===== src/rtl/led_shift_serializer.sv =====
// rtl/led_shift_serializer.sv - MSB-first LED word serializer with divided shift clock and latch strobe.
// Optional automatic re-send of the held word after an idle period: define LED_REFRESH_EN.

module led_shift_serializer #(
   parameter int WIDTH       = 24,
   parameter int HALF_PER    = 1,
   parameter int REFRESH_CYC = 1000000
) (
   input  logic             CLK,
   input  logic             RST_N,
   input  logic [WIDTH-1:0] DATA_IN,
   input  logic             EN_IN,
   output logic             RDY,
   output logic             LED_CLK,
   output logic             LED_OE,
   output logic             LED_OUT
);

   localparam int BW = (WIDTH > 1) ? $clog2(WIDTH) : 1;
   localparam int PW = (HALF_PER > 1) ? $clog2(HALF_PER) : 1;

   typedef enum logic [1:0] {
      IDLE  = 2'd0,
      SHIFT = 2'd1,
      LATCH = 2'd2
   } state_t;

   state_t           state, state_nxt;
   logic [WIDTH-1:0] shadow, shadow_nxt;
   logic [BW-1:0]    bit_cnt, bit_cnt_nxt;
   logic [PW-1:0]    phase_cnt, phase_nxt;
   logic             half, half_nxt;
   logic             rdy_nxt, led_clk_nxt, led_oe_nxt, led_out_nxt;
   logic             phase_end;
   logic             refresh_hit;

   assign phase_end = (phase_cnt == PW'(HALF_PER - 1));

`ifdef LED_REFRESH_EN
   localparam int RW = (REFRESH_CYC > 1) ? $clog2(REFRESH_CYC) : 1;
   logic [RW-1:0] idle_cnt, idle_cnt_nxt;

   assign refresh_hit = (idle_cnt == RW'(REFRESH_CYC - 1));
`else
   assign refresh_hit = 1'b0;
`endif

   always_comb begin
      state_nxt   = state;
      shadow_nxt  = shadow;
      bit_cnt_nxt = bit_cnt;
      phase_nxt   = phase_cnt;
      half_nxt    = half;
      rdy_nxt     = RDY;
      led_clk_nxt = LED_CLK;
      led_oe_nxt  = LED_OE;
      led_out_nxt = LED_OUT;
`ifdef LED_REFRESH_EN
      idle_cnt_nxt = idle_cnt;
`endif

      unique case (state)
         IDLE: begin
            rdy_nxt     = 1'b1;
            led_clk_nxt = 1'b0;
            led_oe_nxt  = 1'b0;
            // RDY is still low on the first cycle out of reset, so nothing starts then.
            if (RDY && (EN_IN || refresh_hit)) begin
               if (EN_IN) begin
                  shadow_nxt = DATA_IN;
               end
               led_out_nxt = EN_IN ? DATA_IN[WIDTH-1] : shadow[WIDTH-1];
               bit_cnt_nxt = BW'(WIDTH - 1);
               phase_nxt   = '0;
               half_nxt    = 1'b0;
               rdy_nxt     = 1'b0;
               state_nxt   = SHIFT;
`ifdef LED_REFRESH_EN
               idle_cnt_nxt = '0;
            end else begin
               idle_cnt_nxt = idle_cnt + RW'(1);
`endif
            end
         end

         SHIFT: begin
            phase_nxt = phase_end ? '0 : phase_cnt + PW'(1);
            if (phase_end) begin
               if (!half) begin
                  half_nxt    = 1'b1;
                  led_clk_nxt = 1'b1;
               end else begin
                  // Data only moves on the falling shift clock, giving a full half-period of setup and hold.
                  half_nxt    = 1'b0;
                  led_clk_nxt = 1'b0;
                  if (bit_cnt == '0) begin
                     led_oe_nxt = 1'b1;
                     state_nxt  = LATCH;
                  end else begin
                     bit_cnt_nxt = bit_cnt - BW'(1);
                     led_out_nxt = shadow[bit_cnt_nxt];
                  end
               end
            end
         end

         LATCH: begin
            phase_nxt = phase_end ? '0 : phase_cnt + PW'(1);
            if (phase_end) begin
               if (!half) begin
                  half_nxt = 1'b1;
               end else begin
                  half_nxt   = 1'b0;
                  led_oe_nxt = 1'b0;
                  rdy_nxt    = 1'b1;
                  state_nxt  = IDLE;
               end
            end
         end

         default: begin
            state_nxt   = IDLE;
            led_clk_nxt = 1'b0;
            led_oe_nxt  = 1'b0;
            rdy_nxt     = 1'b0;
         end
      endcase
   end

   always_ff @(posedge CLK) begin
      if (!RST_N) begin
         state     <= IDLE;
         shadow    <= '0;
         bit_cnt   <= '0;
         phase_cnt <= '0;
         half      <= 1'b0;
         RDY       <= 1'b0;
         LED_CLK   <= 1'b0;
         LED_OE    <= 1'b0;
         LED_OUT   <= 1'b0;
`ifdef LED_REFRESH_EN
         idle_cnt  <= '0;
`endif
      end else begin
         state     <= state_nxt;
         shadow    <= shadow_nxt;
         bit_cnt   <= bit_cnt_nxt;
         phase_cnt <= phase_nxt;
         half      <= half_nxt;
         RDY       <= rdy_nxt;
         LED_CLK   <= led_clk_nxt;
         LED_OE    <= led_oe_nxt;
         LED_OUT   <= led_out_nxt;
`ifdef LED_REFRESH_EN
         idle_cnt  <= idle_cnt_nxt;
`endif
      end
   end

endmodule

===== config.mk =====
export PLATFORM = sky130hd
export DESIGN_NAME = led_shift_serializer
export DESIGN_NICKNAME = d
export VERILOG_FILES = /design/src/rtl/led_shift_serializer.sv
export SDC_FILE = /design/constraint.sdc
export NUM_CORES = 1
export LEC_CHECK = 0
export ABC_AREA = 1
export ABC_CLOCK_PERIOD_IN_PS = 2000
export BUFFER_PORTS_ARGS = -buffer_cell sky130_fd_sc_hd__buf_2
export CAP_MARGIN = 40
export CORE_UTILIZATION = 54
export DETAILED_ROUTE_END_ITERATION = 10
export PLACE_DENSITY = 0.84
export SETUP_SLACK_MARGIN = 0.2
export SYNTH_ARGS = -nofsm -noshare
export SYNTH_HDL_FRONTEND = slang
export SYNTH_SLANG_ARGS = --single-unit
export TNS_END_PERCENT = 100

===== constraint.sdc =====
create_clock -name CLK -period 2 [get_ports CLK]
set_input_delay 0.2 -clock CLK [delete_from_list [all_inputs] [get_ports CLK]]
set_output_delay 0.2 -clock CLK [all_outputs]
set_load 0.005 [all_outputs]

==> impl_metrics.json <==
{
  "status": "completed",
  "ant_nets": 0,
  "ys_seq_elements": 36,
  "maxSlewViolCount": 0,
  "syn_nets": 280,
  "h-tree-depth": 2,
  "gr-total-overflow": 0,
  "layout_setup_ws_ns": 0.372,
  "tightest_slew_ns": 0.451,
  "setup_tns_ns": 0,
  "die_y_um": 59.1,
  "switching_share": 0.400,
  "drcViolationCount": 0,
  "diodes": 0,
  "fin_crit_sh": 0.814,
  "synth_fa_ha_area_frac": 0.0356,
  "fin_skew_ns": 0.0119,
  "place_ws_ns": 0.411,
  "crit_type": "reg2reg",
  "combPwrFrac": 0.433,
  "maxCapViolCount": 0,
  "cts_root_buffer": "clkbuf_4",
  "cts_made_buffers": 5,
  "fin_crit_ns": 1.63,
  "path_max_fanout": 7,
  "synth_top_family_by_area": "simple AND/OR/NAND/NOR gates",
  "seq_area_frac_synth": 0.410,
  "die-area_mm2": 0.00349,
  "syn_area_mm2": 0.00176,
  "muxShareOfSynthArea": 0,
  "routed_wl_um": 3730,
  "firstDrtPassIters": 4,
  "synth-xor-area-share": 0.00996,
  "viasPerCell": 5.09,
  "timing.hold.ws_ns": 0.121,
  "cts.sink_count": 36,
  "pin_count": 31,
  "grt_pass1_wl_um": 6150,
  "irDropWorstVdd_mv": 0.968,
  "finalPower_uw": 2780,
  "dpl_cell_area_mm2": 0.00193,
  "synth_cell_types": 27,
  "drive_gt1_frac": 0.179,
  "final_common_cell": "nand2_1",
  "synth_compound_area_frac": 0.214,
  "fin_area_mm2": 0.00203,
  "synthToLayoutAreaGrowth_pct": 15.4,
  "synthCells": 248,
  "syn_avg_cell_area_um2": 7.09,
  "cts_setup_buffers": 0,
  "path_clk_slew_ns": 0.11,
  "hp-class": "in2reg",
  "holdBufCountCts": 0,
  "ys_warn_count": 0,
  "crit_path_start_kind": "flip-flop",
  "initial_utilization": 0.571,
  "pwr_density_cell_mw_per_mm2": 1370,
  "layout_common_cells": "48 x nand2_1, 37 x inv_1, 36 x dfxtp_1",
  "portBuffers": 30,
  "intPower_uw": 1670,
  "initialDrtViolationCount": 71,
  "nets": 310,
  "clkPwrFrac": 0.207,
  "power_switching_uw": 1110,
  "wl_per_cell_um": 11.5,
  "grt_use_total": 0.241,
  "grt_max_degree": 49,
  "grt_pass1_vias": 1473,
  "synth_top_area_frac": 0.410,
  "yosys-top-cells-area": "dfxtp_1 41%, nand2_1 10%, a21oi_1 9.1%, o21ai_0 8.8%, inv_1 7.9%",
  "cts_tree": "done",
  "dp.final_hpwl_um": 2630,
  "clockBufferDepth": 2,
  "place_congestion": 0.825,
  "antenna_found_initial": 0,
  "hold_viol": 0,
  "post_cts_resized": 0,
  "relSlewSlack": 0.699,
  "setup_violations": 0,
  "p_leak_uw": 0.000906,
  "grt_setup_unrepaired": "no",
  "clock_latency_ns": 0.35,
  "die-width_um": 59.1,
  "synth_top_cell_by_area": "dfxtp_1",
  "core_area_mm2": 0.00308,
  "pwr-share-seq": 0.360,
  "yosys.area_share.simple": 0.218,
  "cp-end-kind": "flip-flop",
  "fmax_ghz": 0.614,
  "vias": 1645,
  "rows": 20,
  "cp.arrival_ns": 1.88,
  "cp.required_ns": 2.26
}
## registers in the layout (all words and copies together), names as in the netlist
register and cells:
RDY 1, state 2, bit_cnt 5, LED_CLK 1, LED_OE 1, shadow 24
LED_OUT 1, half 1
## synth_stat cells
cell and count:
nand2_1 48, inv_1 37, dfxtp_1 36, a21oi_1 32, o21ai_0 31, nand3_1 21
nor2_1 8, clkbuf_1 6, ha_1 5, nor3_1 4, a211oi_2 2, buf_2 2
inv_2 2, a21oi_4 1, a221oi_1 1, a31oi_1 1, buf_4 1, buf_6 1
nand2_2 1, nand2_4 1, nand3_2 1, nand3b_1 1, nand4_1 1, nor2_2 1
o21ai_1 1, xnor2_1 1, xor2_1 1
## power by group through the flow
stage	registers, µW	clock network [µW]	logic (µW)
3_5_place_dp	1010	0	1190
4_1_cts	999	583	1200
6_report	1000	577	1200
5_1_grt	1020	617	1350
3_3_place_gp	1010	0	1150
2_1_floorplan	996	0	939
## per-layer routing
metal	share of wire	routed length (µm)	global-route usage
met1	0.49	1830	0.290
met2	0.46	1700	0.409
met5	0	0	0
met4	0.021	78	0.122
met3	0.034	125	0.0459
## layout make-up
type                       instances  area (µm²)
timing repair buffer              33         173
tap                               44        55.1
fill                             313        1050
multi-input combinational        163         840
sequential                        36         721
clock inverter                     1        30.0
clock buffer                       7        65.1
inverter                          39         146
## per-stage QoR
stage	std cells	util
6_report	323	0.659
5_1_grt	323	0.659
4_1_cts	323	0.659
3_5_place_dp	315	0.628
3_3_place_gp	315	0.628
2_1_floorplan	248	-
## cells by family after synthesis
| kind of cell | Yosys count |
|---|---|
| and+or+nand+nor | 87 |
| DFF | 36 |
| xor gates and xnor gates | 2 |
| buffers and inverters | 49 |
| adders and majority gates | 5 |
| AOI/OAI and AO/OA | 69 |
## final timing paths
path | startpoint | end | slack, ns | cells after the start
max | bit_cnt[1]$_SDFFE_PN0P_ | LED_OUT$_SDFFE_PN0P_ | 0.37 | 10
min | DATA_IN[0] | shadow[0]$_SDFFE_PN0P_ | 0.12 | 3
max reg2reg | bit_cnt[1]$_SDFFE_PN0P_ | LED_OUT$_SDFFE_PN0P_ | 0.37 | 10
min reg2reg | shadow[19]$_SDFFE_PN0P_ | shadow[19]$_SDFFE_PN0P_ | 0.46 | 2
## critical path: stages (launching register included)
cell and delay (ns):
dfxtp_1 0.35, inv_1 0.07, ha_1 0.37, inv_1 0.23, nand3_1 0.11, nand2_1 0.08
nand2_1 0.05, nand2_1 0.08, nor2_1 0.04, nor2_1 0.08, a21oi_1 0.07
Note: power is estimated with default switching activity, not from simulation.
